===== src/rtl/regfile_ctrl_fsm.sv =====
// Multi-cycle register-file controller for the Simple RISC Machine: one decoded
// instruction per s/w handshake. Optional macro REGFILE_CTRL_TRAP_EN adds the TRAP state and err port.
module regfile_ctrl_fsm #(
   parameter int RIDX_W = 3
) (
   input  logic              clk,
   input  logic              reset,
   input  logic              s,
   input  logic [2:0]        opcode,
   input  logic [1:0]        op,
   input  logic [RIDX_W-1:0] rn,
   input  logic [RIDX_W-1:0] rd,
   input  logic [RIDX_W-1:0] rm,
   output logic              w,
   output logic [RIDX_W-1:0] writenum,
   output logic              write,
   output logic [RIDX_W-1:0] anum,
   output logic [RIDX_W-1:0] bnum,
   output logic              loada,
   output logic              loadb,
   output logic              loadc,
   output logic              loads,
   output logic              asel,
   output logic              bsel,
   output logic [1:0]        vsel,
`ifdef REGFILE_CTRL_TRAP_EN
   output logic              err,
`endif
   output logic [1:0]        aluop
);

   localparam logic [3:0] S_WAIT      = 4'd0;
   localparam logic [3:0] S_DECODE    = 4'd1;
   localparam logic [3:0] S_WRITE_IMM = 4'd2;
   localparam logic [3:0] S_GET_A     = 4'd3;
   localparam logic [3:0] S_GET_B     = 4'd4;
   localparam logic [3:0] S_ALU       = 4'd5;
   localparam logic [3:0] S_CMP       = 4'd6;
   localparam logic [3:0] S_WRITE_REG = 4'd7;
`ifdef REGFILE_CTRL_TRAP_EN
   localparam logic [3:0] S_TRAP      = 4'd8;
`endif

   logic [3:0]        state_q, state_d;
   logic [2:0]        opcode_q, opcode_d;
   logic [1:0]        op_q, op_d;
   logic [RIDX_W-1:0] rn_q, rn_d;
   logic [RIDX_W-1:0] rd_q, rd_d;
   logic [RIDX_W-1:0] rm_q, rm_d;

   logic alu_class, is_mov_reg, is_mvn, is_cmp, aluop_hold;

   assign alu_class  = (opcode_q == 3'b101);
   assign is_mov_reg = (opcode_q == 3'b110) && (op_q == 2'b00);
   assign is_mvn     = alu_class && (op_q == 2'b11);
   assign is_cmp     = alu_class && (op_q == 2'b01);

   always_ff @(posedge clk) begin
      if (reset) begin
         state_q  <= S_WAIT;
         opcode_q <= '0;
         op_q     <= '0;
         rn_q     <= '0;
         rd_q     <= '0;
         rm_q     <= '0;
      end else begin
         state_q  <= state_d;
         opcode_q <= opcode_d;
         op_q     <= op_d;
         rn_q     <= rn_d;
         rd_q     <= rd_d;
         rm_q     <= rm_d;
      end
   end

   // Instruction fields are captured only on the accept edge and held until the next one.
   always_comb begin
      state_d  = state_q;
      opcode_d = opcode_q;
      op_d     = op_q;
      rn_d     = rn_q;
      rd_d     = rd_q;
      rm_d     = rm_q;
      case (state_q)
         S_WAIT: begin
            if (s) begin
               state_d  = S_DECODE;
               opcode_d = opcode;
               op_d     = op;
               rn_d     = rn;
               rd_d     = rd;
               rm_d     = rm;
            end
         end
         S_DECODE: begin
            case ({opcode_q, op_q})
               5'b110_10:                       state_d = S_WRITE_IMM;
               5'b110_00, 5'b101_11:            state_d = S_GET_B;
               5'b101_00, 5'b101_01, 5'b101_10: state_d = S_GET_A;
`ifdef REGFILE_CTRL_TRAP_EN
               default:                         state_d = S_TRAP;
`else
               default:                         state_d = S_WAIT;
`endif
            endcase
         end
         S_GET_A:     state_d = S_GET_B;
         S_GET_B:     state_d = is_cmp ? S_CMP : S_ALU;
         S_ALU:       state_d = S_WRITE_REG;
         S_CMP:       state_d = S_WAIT;
         S_WRITE_REG: state_d = S_WAIT;
         S_WRITE_IMM: state_d = S_WAIT;
`ifdef REGFILE_CTRL_TRAP_EN
         S_TRAP:      state_d = S_TRAP;
`endif
         default:     state_d = S_WAIT;
      endcase
   end

`ifdef REGFILE_CTRL_TRAP_EN
   assign aluop_hold = (state_q != S_WAIT) && (state_q != S_TRAP);
   assign err        = (state_q == S_TRAP);
`else
   assign aluop_hold = (state_q != S_WAIT);
`endif

   always_comb begin
      w        = 1'b0;
      writenum = '0;
      write    = 1'b0;
      anum     = '0;
      bnum     = '0;
      loada    = 1'b0;
      loadb    = 1'b0;
      loadc    = 1'b0;
      loads    = 1'b0;
      asel     = 1'b0;
      bsel     = 1'b0;
      vsel     = 2'b00;
      aluop    = (aluop_hold && alu_class) ? op_q : 2'b00;
      case (state_q)
         S_WAIT:  w = 1'b1;
         S_GET_A: begin
            anum  = rn_q;
            loada = 1'b1;
         end
         S_GET_B: begin
            bnum  = rm_q;
            loadb = 1'b1;
         end
         S_ALU: begin
            loadc = 1'b1;
            asel  = is_mov_reg || is_mvn;
         end
         S_CMP:   loads = 1'b1;
         S_WRITE_REG: begin
            write    = 1'b1;
            writenum = rd_q;
         end
         S_WRITE_IMM: begin
            write    = 1'b1;
            writenum = rn_q;
            vsel     = 2'b10;
         end
         default: ;
      endcase
   end

endmodule


===== config.mk =====
export PLATFORM = sky130hd
export DESIGN_NAME = regfile_ctrl_fsm
export DESIGN_NICKNAME = d
export VERILOG_FILES = /design/src/rtl/regfile_ctrl_fsm.sv
export SDC_FILE = /design/constraint.sdc
export NUM_CORES = 1
export LEC_CHECK = 0
export ABC_AREA = 1
export BUFFER_PORTS_ARGS = -buffer_cell sky130_fd_sc_hd__buf_4
export CORE_ASPECT_RATIO = 0.6
export CORE_MARGIN = 2
export CORE_UTILIZATION = 48
export DETAILED_ROUTE_END_ITERATION = 8
export GPL_TIMING_DRIVEN = 1
export PLACE_DENSITY = 0.79
export SYNTH_ARGS = -nofsm -noshare
export SYNTH_HDL_FRONTEND = slang
export SYNTH_SLANG_ARGS = --single-unit

===== constraint.sdc =====
create_clock -name clk -period 1.6 [get_ports clk]
set_clock_uncertainty 0.2 [all_clocks]
set_input_delay 0.32 -clock clk [delete_from_list [all_inputs] [get_ports clk]]
set_output_delay 0.32 -clock clk [all_outputs]
set_load 0.02 [all_outputs]

Word-level counts from Yosys, hierarchy flattened
Cells that the tools add are included.
{"block": "classes", "addsub": 0, "mul": 0, "div": 0, "magnitude_cmp": 0, "n_eq_ne": 18, "n_shift": 0, "mux": 16, "bitwise": 0, "reduce_logical": 12}
{"operator": "5-bit == test, second input constant", "n": 6}
{"operator": "4-bit case mux with 5 select lines", "n": 1}
{"operator": "4-bit by 3-bit == test with 1-bit output, second input constant", "n": 4}
{"operator": "3-bit case mux with 3 select lines", "n": 1}
{"operator": "4-bit by 2-bit == test with 1-bit output, second input constant", "n": 2}
{"operator": "1-bit 2-to-1 mux", "n": 7}
{"operator": "3-bit == test, second input constant", "n": 2}
{"operator": "2-bit 2-to-1 mux", "n": 3}
{"operator": "3-bit 2-to-1 mux", "n": 2}
{"operator": "3-bit case mux with 2 select lines", "n": 1}
{"operator": "4-bit by 1-bit == test with 1-bit output, second input constant", "n": 1}
{"operator": "1-bit logical AND", "n": 4}
{"operator": "4-bit logical NOT", "n": 1}
{"operator": "4-bit 2-to-1 mux", "n": 1}
{"operator": "4-bit nonzero test", "n": 1}
{"operator": "2-bit OR reduction", "n": 2}
{"operator": "3-bit OR reduction", "n": 1}
{"operator": "2-bit by 1-bit == test with 1-bit output, second input constant", "n": 1}
{"operator": "2-bit == test, second input constant", "n": 1}
{"operator": "2-bit logical NOT", "n": 1}
{"operator": "2-bit != test, second input constant", "n": 1}
{"operator": "2-bit AND reduction", "n": 1}
{"operator": "1-bit logical OR", "n": 1}
{"block": "word_totals", "regBits": 18, "latchBits": 0, "mem_bits_rw": 0, "romBits": 0, "input_bits": 17, "out_inout_bits": 21, "memories": 0}

Logic depth before layout (Yosys ltp)
Gate-level depths: netlist (run 1).
{"block": "logic_depth", "ltp_word": 4, "mapped_depth": 8, "ltp_nobuf": 7}

Worst setup path after synthesis (run 1)
OpenSTA, ideal clock, no wires.
{"block": "synth_timing", "path_kind": "register to output", "startpoint": "register state_q[1]", "endpoint": "output bnum[0]", "arrival_ns": 1.487, "slack_ns": -0.407, "stages_incl_launch_ff": 5, "path_buffers": 1, "cell_sequence": "dfxtp_1 > buf_6 > nor3_1 > inv_1 > nor2_1"}
{"block": "synth_via", "elab_chain_cells": 2}
{"element": "start: declaration", "line_no": "44", "text": "logic [3:0] state_q, state_d;"}
{"element": "start signal: assignment", "line_no": "67", "text": "state_q <= state_d;"}
{"element": "4-bit by 3-bit == test with 1-bit output", "line_no": "141", "text": "case (state_q)"}
{"element": "3-bit 2-to-1 mux", "line_no": "141"}
{"element": "end: declaration", "line_no": "18", "text": "output logic [RIDX_W-1:0] bnum,"}
Every way passes these cells.

Worst setup path after layout (run 1)
{"block": "layout_timing", "startpoint": "register state_q[1]", "endpoint": "output bnum[2]"}
Same word-level chain as after synthesis.

==> flow_metrics.py, run 1 <==
metrics = {
    "layout": {
        "area_growth_pct": 73.6,
        "finalNonFillerCells": 230,
        "mostFrequentLayoutCells": "34 x buf_4, 22 x buf_6, 16 x nand2_1",
        "final_common_cell": "buf_4",
        "nNetsFinal": 218,
        "n_antenna_cell": 0,
        "drive_gt1_frac": 0.705,
    },
    "floorplanning": {
        "ioPinCount": 38,
        "die_y_um": 40.5,
        "die_area_um2": 2620,
        "die_w_um": 64.8,
        "initial_core_util": 0.500,
        "core.rowCount": 13,
        "core_area_um2": 2130,
    },
    "pwr": {
        "leakagePower_nw": 0.784,
        "power_density_nw_per_um2": 577,
        "ir_drop_mv": 0.497,
    },
    "sta": {
        "fmax_mhz": 559,
        "timing.final.hold_violations": 0,
        "timing.hold.ws_ns": 0.124,
        "min_period_over_period": 1.12,
        "period_needed_ns": 1.79,
        "worst_slack_ns": -0.190,
        "rsz0062_at_grt": "true",
        "final_max_slew_viol_count": 0,
        "setup_violations": 34,
        "tns_ns": -3.35,
    },
    "synthesis": {
        "synth_simple_gate_area_share": 0.396,
        "avgSynthCellArea_um2": 7.39,
        "synth_compound_area_frac": 0.129,
        "ys_warn_count": 0,
        "synth.top_cell.area_share": 0.320,
        "yosysSeqAreaShare": 0.320,
        "syn_area_um2": 1060,
        "synth_xor_area_frac": 0,
        "synth_fa_ha_area_frac": 0,
        "synthTopCellsByArea": "dfxtp_1 32%, nand3_2 8.5%, nand2_1 8.5%",
        "postSynthCellCount": 144,
        "synth.area.mux_share": 0,
        "synth.distinct_cells": 26,
        "synth_top_area_cell": "dfxtp_1",
        "synth_top_family_by_area": "simple AND/OR/NAND/NOR gates",
        "ys_ff_latch": 17,
    },
    "clock_network": {
        "cts_root_buf": "clkbuf_8",
        "clock_latency_ns": 0.26,
        "cts.sinks": 17,
        "cts_tree": "built",
        "cts_made_buffers": 3,
        "clkTransAtPathRegs_ns": 0.07,
        "htreeDepth": 1,
        "clock_path_buffers": 2,
    },
    "routing": {
        "drc": 0,
        "viasPerCell": 5.28,
        "wl_mm": 3.79,
        "routedWlPerCell_um": 16.5,
        "ant_nets": 0,
        "drt_iter0_markers": 76,
        "drt-pass1-iter-count": 4,
        "num_vias": 1215,
    },
    "setup_path": {
        "slowest_delay_ns": 0.38,
        "crit_arrival_ns": 1.27,
        "slowest_stage": "dfxtp_4",
        "crit_top_cell": "buf_6",
        "worstSetupPathType": "reg -> out",
        "cp-start-kind": "flop",
        "cp-end-kind": "output pin",
        "cp_cell_sequence": "buf_6 -> nor3_4 -> inv_2 -> nor2_2 -> buf_6",
        "cp_num_buf_inv": 3,
        "crit_family": "flip-flops",
        "worst-path-max-fanout": 3,
        "required_ns": 1.08,
    },
    "place": {
        "gp_congestion": 0.822,
        "post-place-cells": 210,
        "dp_slack_ns": 0.0232,
        "dpl.hpwl_mm": 1.97,
        "port_buffers": 35,
    },
    "global_route": {
        "track_usage": 0.259,
        "grt_pass1_vias": 1051,
        "grt_overflow": 0,
        "antenna_found_initial": 0,
        "grt_pass1_wl_mm": 4.85,
        "grt_max_degree": 17,
    },
    "run_status": {
        "violations": "setup timing",
        "status": "complete, but fails checks",
    },
    "min_path": {
        "worstHoldPathType": "in -> reg",
    },
    "flow_run": {
        "max_cap_violations": 0,
    },
}
registers in the layout (all words and copies together) (netlist names):
signal,count
state_q,3
rd_q,3
op_q,2
rm_q,3
rn_q,3
opcode_q,3
routing by layer:
| layer | global-route usage | share of wire | vias to the layer above |
|---|---|---|---|
| met5 | 0 | 0 | - |
| met2 | 0.492 | 0.52 | 67 |
| li1 | - | - | 567 |
| met3 | 0.0646 | 0.070 | 6 |
| met4 | 0.117 | 0.011 | 0 |
| met1 | 0.288 | 0.40 | 575 |
Yosys cell counts, drive strengths merged:
master	n
nand3b	1
buf	6
a21oi	16
o21ai	4
inv	19
clkbuf	2
dfxtp	17
nand2	35
nand3	23
conb	1
nor3	2
nor2	18
power breakdown:
group / leakage (nW) / switching [mW] / internal [mW]
Combinational: 0.615 / 0.145 / 0.124
Sequential: 0.144 / 0.0263 / 0.444
Clock: 0.0255 / 0.154 / 0.173
logic make-up after synthesis:
logic type,after synthesis
AO/OA/AOI/OAI,20
buffers and inverters,27
flip-flops,17
other,1
AND/OR/NAND/NOR,79
cell type report:
cell class | count | area (µm²)
Fill cell | 111 | 283
Sequential cell | 17 | 362
Multi-Input combinational cell | 101 | 731
Timing Repair Buffer | 59 | 558
Inverter | 19 | 114
Clock buffer | 3 | 41.3
Clock inverter | 1 | 5.00
Tap cell | 30 | 37.5
final timing paths:
| check | startpoint | endpoint | slack (ns) | cells after the start |
|---|---|---|---|---|
| max | state_q[1] | bnum[2] | -0.19 | 5 |
| min | opcode[1] | opcode_q[1] | 0.12 | 3 |
| max reg2reg | state_q[0] | opcode_q[2] | -0.13 | 9 |
| min reg2reg | rm_q[1] | rm_q[1] | 0.27 | 2 |
worst register-to-register path: cells and delay by family (launching register included):
family,cells,cell delay (ns)
AO/OA/AOI/OAI,1,0.15
buffers and inverters,5,0.48
flip-flops,1,0.39
AND/OR/NAND/NOR,3,0.42
per-stage QoR:
step | power [mW] | instance area, µm² | util
after global routing | 1.10 | 1850 | 0.867
after CTS | 1.01 | 1640 | 0.770
after floorplan | 0.610 | 1100 | -
final | 1.07 | 1850 | 0.867
after detailed placement | 0.663 | 1380 | 0.648
after global placement | 0.657 | 1380 | 0.648
timing repair:
item                                    CTS  global route
pin swaps                                10            12
gates resized for setup                  50            41
hold buffers                              0             0
buffers inserted                         11             5
endpoints found under the setup margin   19            19
(Power assumes the default switching activity.)
==> run 2: changes to the inputs <==
==> constraint.sdc (replaced) <==
create_clock -name clk -period 1.6 [get_ports clk]
set_clock_uncertainty 0.2 [all_clocks]
set_input_delay 0.16 -clock clk [delete_from_list [all_inputs] [get_ports clk]]
set_output_delay 0.16 -clock clk [all_outputs]
set_load 0.02 [all_outputs]
==> flow_metrics.py, run 2 (synthesized netlist as in run 1, its figures left out) <==
metrics = {
    "run_status": {
        "status": "complete, but fails checks",
        "violations": "setup timing",
    },
    "layout": {
        "drive_gt1_frac": 0.566,
        "n_antenna_cell": 0,
        "mostFrequentLayoutCells": "41 x buf_4, 18 x nand2_1, 15 x nand2_2",
        "area_growth_pct": 55.0,
        "n_fill_cell": 141,
        "final_common_cell": "buf_4",
        "nNetsFinal": 216,
        "fin_util": 0.775,
    },
    "pwr": {
        "power_density_nw_per_um2": 618,
        "p_int_mw": 0.717,
        "netSwitchingFraction": 0.297,
        "ir_drop_mv": 0.489,
        "seq_power_share": 0.461,
        "leakagePower_nw": 0.724,
        "p_comb_frac": 0.217,
        "clockPowerShare": 0.322,
        "total_power_mw": 1.02,
        "power.switching_mw": 0.303,
    },
    "clock_network": {
        "cts_root_buf": "clkbuf_8",
        "htreeDepth": 1,
        "clock_latency_ns": 0.26,
        "cts.sinks": 17,
        "clock_path_buffers": 2,
        "cts_made_buffers": 3,
        "cts_tree": "built",
        "clkTransAtPathRegs_ns": 0.07,
    },
    "setup_path": {
        "reg2reg_setup_slack_ns": 0.15,
        "critPathLaunch": "opcode_q[2]",
        "cp-start-kind": "flop",
        "worst-path-max-fanout": 3,
        "r2r-start": "opcode_q[2]",
        "cp-end-kind": "output pin",
        "r2r.worst_path.cells": 9,
        "crit_arrival_ns": 1.27,
        "required_ns": 1.24,
        "r2r_end": "state_q[0]",
        "worstSetupPathType": "reg -> out",
    },
    "floorplanning": {
        "die_w_um": 64.8,
        "core.rowCount": 13,
        "die_y_um": 40.5,
        "core_area_um2": 2130,
        "ioPinCount": 38,
        "initial_core_util": 0.500,
        "die_area_um2": 2620,
    },
    "routing": {
        "wl_mm": 3.18,
        "met1_length_mm": 1.42,
        "drt-pass1-iter-count": 4,
        "ant_nets": 0,
        "viasPerCell": 5.04,
        "highest_layer": "met4",
        "wl_met3_um": 295,
        "routedWlPerCell_um": 14.0,
        "route.met2.wl_mm": 1.43,
        "drt_iter0_markers": 47,
        "num_vias": 1150,
        "drc": 0,
    },
    "sta": {
        "fmax_mhz": 614,
        "min_period_over_period": 1.02,
        "timing.final.hold_violations": 0,
        "tns_ns": -0.0500,
        "final_max_slew_viol_count": 0,
        "setup_violations": 4,
        "timing.hold.ws_ns": 0.00918,
        "rsz0062_at_grt": "true",
        "period_needed_ns": 1.63,
        "worst_slack_ns": -0.0275,
    },
    "place": {
        "dp_slack_ns": 0.0980,
        "dpl.hpwl_mm": 1.86,
        "gp_congestion": 0.808,
        "port_buffers": 35,
    },
    "global_route": {
        "grt_max_degree": 17,
        "track_usage": 0.239,
        "grt_pass1_vias": 1059,
        "grt_pass1_wl_mm": 4.57,
        "antenna_found_initial": 0,
        "grt_overflow": 0,
    },
    "min_path": {
        "hp-start": "rn[0]",
        "hold_path_depth": 3,
        "worstHoldPathType": "in -> reg",
        "hold_path_end": "rn_q[0]",
    },
    "flow_run": {
        "max_cap_violations": 0,
    },
}
==> run 2: area by class of cell <==
cell class	instances	area [µm²]	area share
timing repair buffer	57	473	0.287
clock inverter	1	5.00	0.00303
multi-input combinational	101	643	0.390
sequential	17	357	0.216
inverter	19	93.8	0.0569
clock buffer	3	41.3	0.0250
tap	30	37.5	0.0227
==> run 2: power groups by stage <==
stage,combinational [mW],sequential (mW),clock (mW)
after floorplan,0.134,0.473,0
after global placement,0.165,0.478,0
after detailed placement,0.170,0.478,0
after CTS,0.197,0.469,0.338
after global routing,0.237,0.473,0.346
final,0.222,0.471,0.328
==> run 2: what timing repair did <==
item,4_1_cts,5_1_grt
setup buffers,3,4
pin swaps,2,8
resized for setup,11,33
hold buffers,12,0
endpoints found under the hold margin,12,0
setup endpoints to repair,14,13
==> run 2: through the flow <==
stage / cells / instance area (µm²)
floorplan: 145 / 1080
global route: 228 / 1650
detailed placement: 205 / 1320
finish: 228 / 1650
CTS: 224 / 1530
global placement: 205 / 1320
==> run 2: layer usage <==
layer,vias to the layer above,global-route usage
met5,-,0
met4,0,0.0691
met3,6,0.0590
met2,62,0.436
met1,523,0.291
li1,559,-
==> run 2: worst max-delay path by stage <==
| stage | slack (ns) | to | depth (start not counted) |
|---|---|---|---|
| floorplan | 0.003 | bnum[0] | 4 |
| global placement | 0.19 | writenum[2] | 3 |
| detailed placement | 0.1 | rd_q[2] | 6 |
| CTS | -0.004 | anum[1] | 6 |
| global route | -0.08 | asel | 5 |
| finish | -0.03 | asel | 5 |
==> run 2: worst max-delay path: stages, from the launching register on <==
cell and delay [ns]:
dfxtp_2 0.35, nand2_2 0.07, nor2_4 0.14, nand3_2 0.12
a21oi_2 0.19, buf_6 0.13
==> run 3: changes to the inputs <==
==> constraint.sdc (replaced) <==
create_clock -name clk -period 1.6 [get_ports clk]
set_clock_uncertainty 0.2 [all_clocks]
set_input_delay 0.08 -clock clk [delete_from_list [all_inputs] [get_ports clk]]
set_output_delay 0.08 -clock clk [all_outputs]
set_load 0.02 [all_outputs]
==> flow_metrics.py, run 3 (synthesized netlist as in run 1, its figures left out) <==
metrics = {
    "layout": {
        "nNetsFinal": 216,
        "finalNonFillerCells": 228,
        "n_antenna_cell": 0,
        "mostFrequentLayoutCells": "42 x buf_4, 23 x nand2_1, 15 x nor2_1, 15 x dlygate4sd3_1",
        "fin_util": 0.746,
        "final_common_cell": "buf_4",
        "drive_gt1_frac": 0.485,
        "area_growth_pct": 49.2,
        "n_fill_cell": 164,
    },
    "sta": {
        "fmax_mhz": 644,
        "min_period_over_period": 0.970,
        "tns_ns": 0,
        "setup_violations": 0,
        "timing.final.hold_violations": 0,
        "final_max_slew_viol_count": 0,
        "period_needed_ns": 1.55,
    },
    "routing": {
        "wl_mm": 2.90,
        "num_vias": 1104,
        "viasPerCell": 4.84,
        "ant_nets": 0,
        "drt_iter0_markers": 51,
        "routedWlPerCell_um": 12.7,
        "drt-pass1-iter-count": 4,
        "drc": 0,
    },
    "clock_network": {
        "cts_made_buffers": 3,
        "cts_root_buf": "clkbuf_8",
        "clkTransAtPathRegs_ns": 0.07,
        "htreeDepth": 1,
        "cts.sinks": 17,
        "clock_path_buffers": 2,
        "clock_latency_ns": 0.25,
        "cts_tree": "built",
    },
    "floorplanning": {
        "die_area_um2": 2620,
        "die_w_um": 64.8,
        "core_area_um2": 2130,
        "initial_core_util": 0.500,
        "die_y_um": 40.5,
        "core.rowCount": 13,
        "ioPinCount": 38,
    },
    "global_route": {
        "grt_pass1_wl_mm": 4.16,
        "antenna_found_initial": 0,
        "grt_max_degree": 17,
        "grt_pass1_vias": 896,
        "use_met3": 0.0562,
        "grt_overflow": 0,
        "grtUsageMet2": 0.418,
        "grt.met1_usage": 0.260,
        "busiest_layer": "met2",
        "track_usage": 0.223,
    },
    "run_status": {
        "status": "finished clean",
    },
    "flow_run": {
        "max_cap_violations": 0,
    },
    "pwr": {
        "ir_drop_mv": 0.440,
        "leakagePower_nw": 0.692,
        "power_density_nw_per_um2": 627,
    },
    "min_path": {
        "hold_path_depth": 3,
        "worstHoldPathType": "in -> reg",
        "hp-start": "s",
        "hold_path_end": "rd_q[0]",
    },
    "setup_path": {
        "worstSetupPathType": "reg -> out",
        "cp-start-kind": "flop",
        "required_ns": 1.32,
        "cp_num_buf_inv": 1,
        "reg2reg_setup_slack_ns": 0.18,
        "cp_cell_sequence": "nand2_1 -> nor2_4 -> nand3_1 -> a21oi_2 -> buf_4",
        "crit_arrival_ns": 1.27,
        "slowest_stage": "dfxtp_1",
        "cp-end-kind": "output pin",
        "critPathLaunch": "opcode_q[2]",
        "slowest_delay_ns": 0.36,
        "r2r_end": "rn_q[2]",
        "worst-path-max-fanout": 5,
        "crit_family": "simple AND/OR/NAND/NOR gates",
        "cp_num_cells": 5,
        "r2r-start": "state_q[1]",
        "r2r.worst_path.cells": 6,
    },
    "place": {
        "gp_congestion": 0.791,
        "post-place-cells": 202,
        "dpl.hpwl_mm": 1.80,
        "port_buffers": 35,
    },
}
run 3: metal layers:
layer	up-vias	part of all wire
met2	47	0.48
met4	0	0.015
met1	493	0.44
li1	558	-
met5	-	0
met3	6	0.066
run 3: report_power, final:
group	switching, mW	internal (mW)	total [mW]
Sequential	0.0257	0.447	0.472
Combinational	0.110	0.0952	0.206
Clock	0.146	0.173	0.319
Total	0.282	0.715	0.997
run 3: tightest hold or removal path, cell delays in order:
cell and delay, ns:
buf_4 0.19, nand3_2 0.10, a21oi_2 0.05
run 3: worst max path at each step:
stage | to
final | asel
after global routing | asel
after CTS | asel
after detailed placement | rd_q[1]
after global placement | op_q[1]
after floorplan | anum[0]
run 3: repair_timing:
action / CTS / global route
gates cloned: 0 / 0
pin swaps: 0 / 3
endpoints found under the hold margin: 15 / 0
buffers inserted: 0 / 7
endpoints found under the setup margin: 13 / 11
resized for setup: 3 / 18
hold buffers: 15 / 0
run 3: final cells by class:
cell class / instances / area, µm² / share of cell area
inverters: 19 / 86.3 / 0.0543
flip-flops and latches: 17 / 352 / 0.221
repair buffers: 57 / 465 / 0.293
well taps: 30 / 37.5 / 0.0236
clock inverters: 1 / 5.00 / 0.00315
multi-input cells: 101 / 602 / 0.379
clock buffers: 3 / 41.3 / 0.0260
run 3: per-stage QoR:
step	power, mW	hold slack (ns)	area, µm²	setup slack, ns
after floorplan	0.607	0.0294	1070	0.0565
after global placement	0.640	0.153	1300	0.148
after CTS	0.994	0.00866	1500	0.0208
final	0.997	0.0153	1590	0.0476
after detailed placement	0.646	0.160	1300	0.0835
after global routing	1.04	0.0196	1590	-0.0135
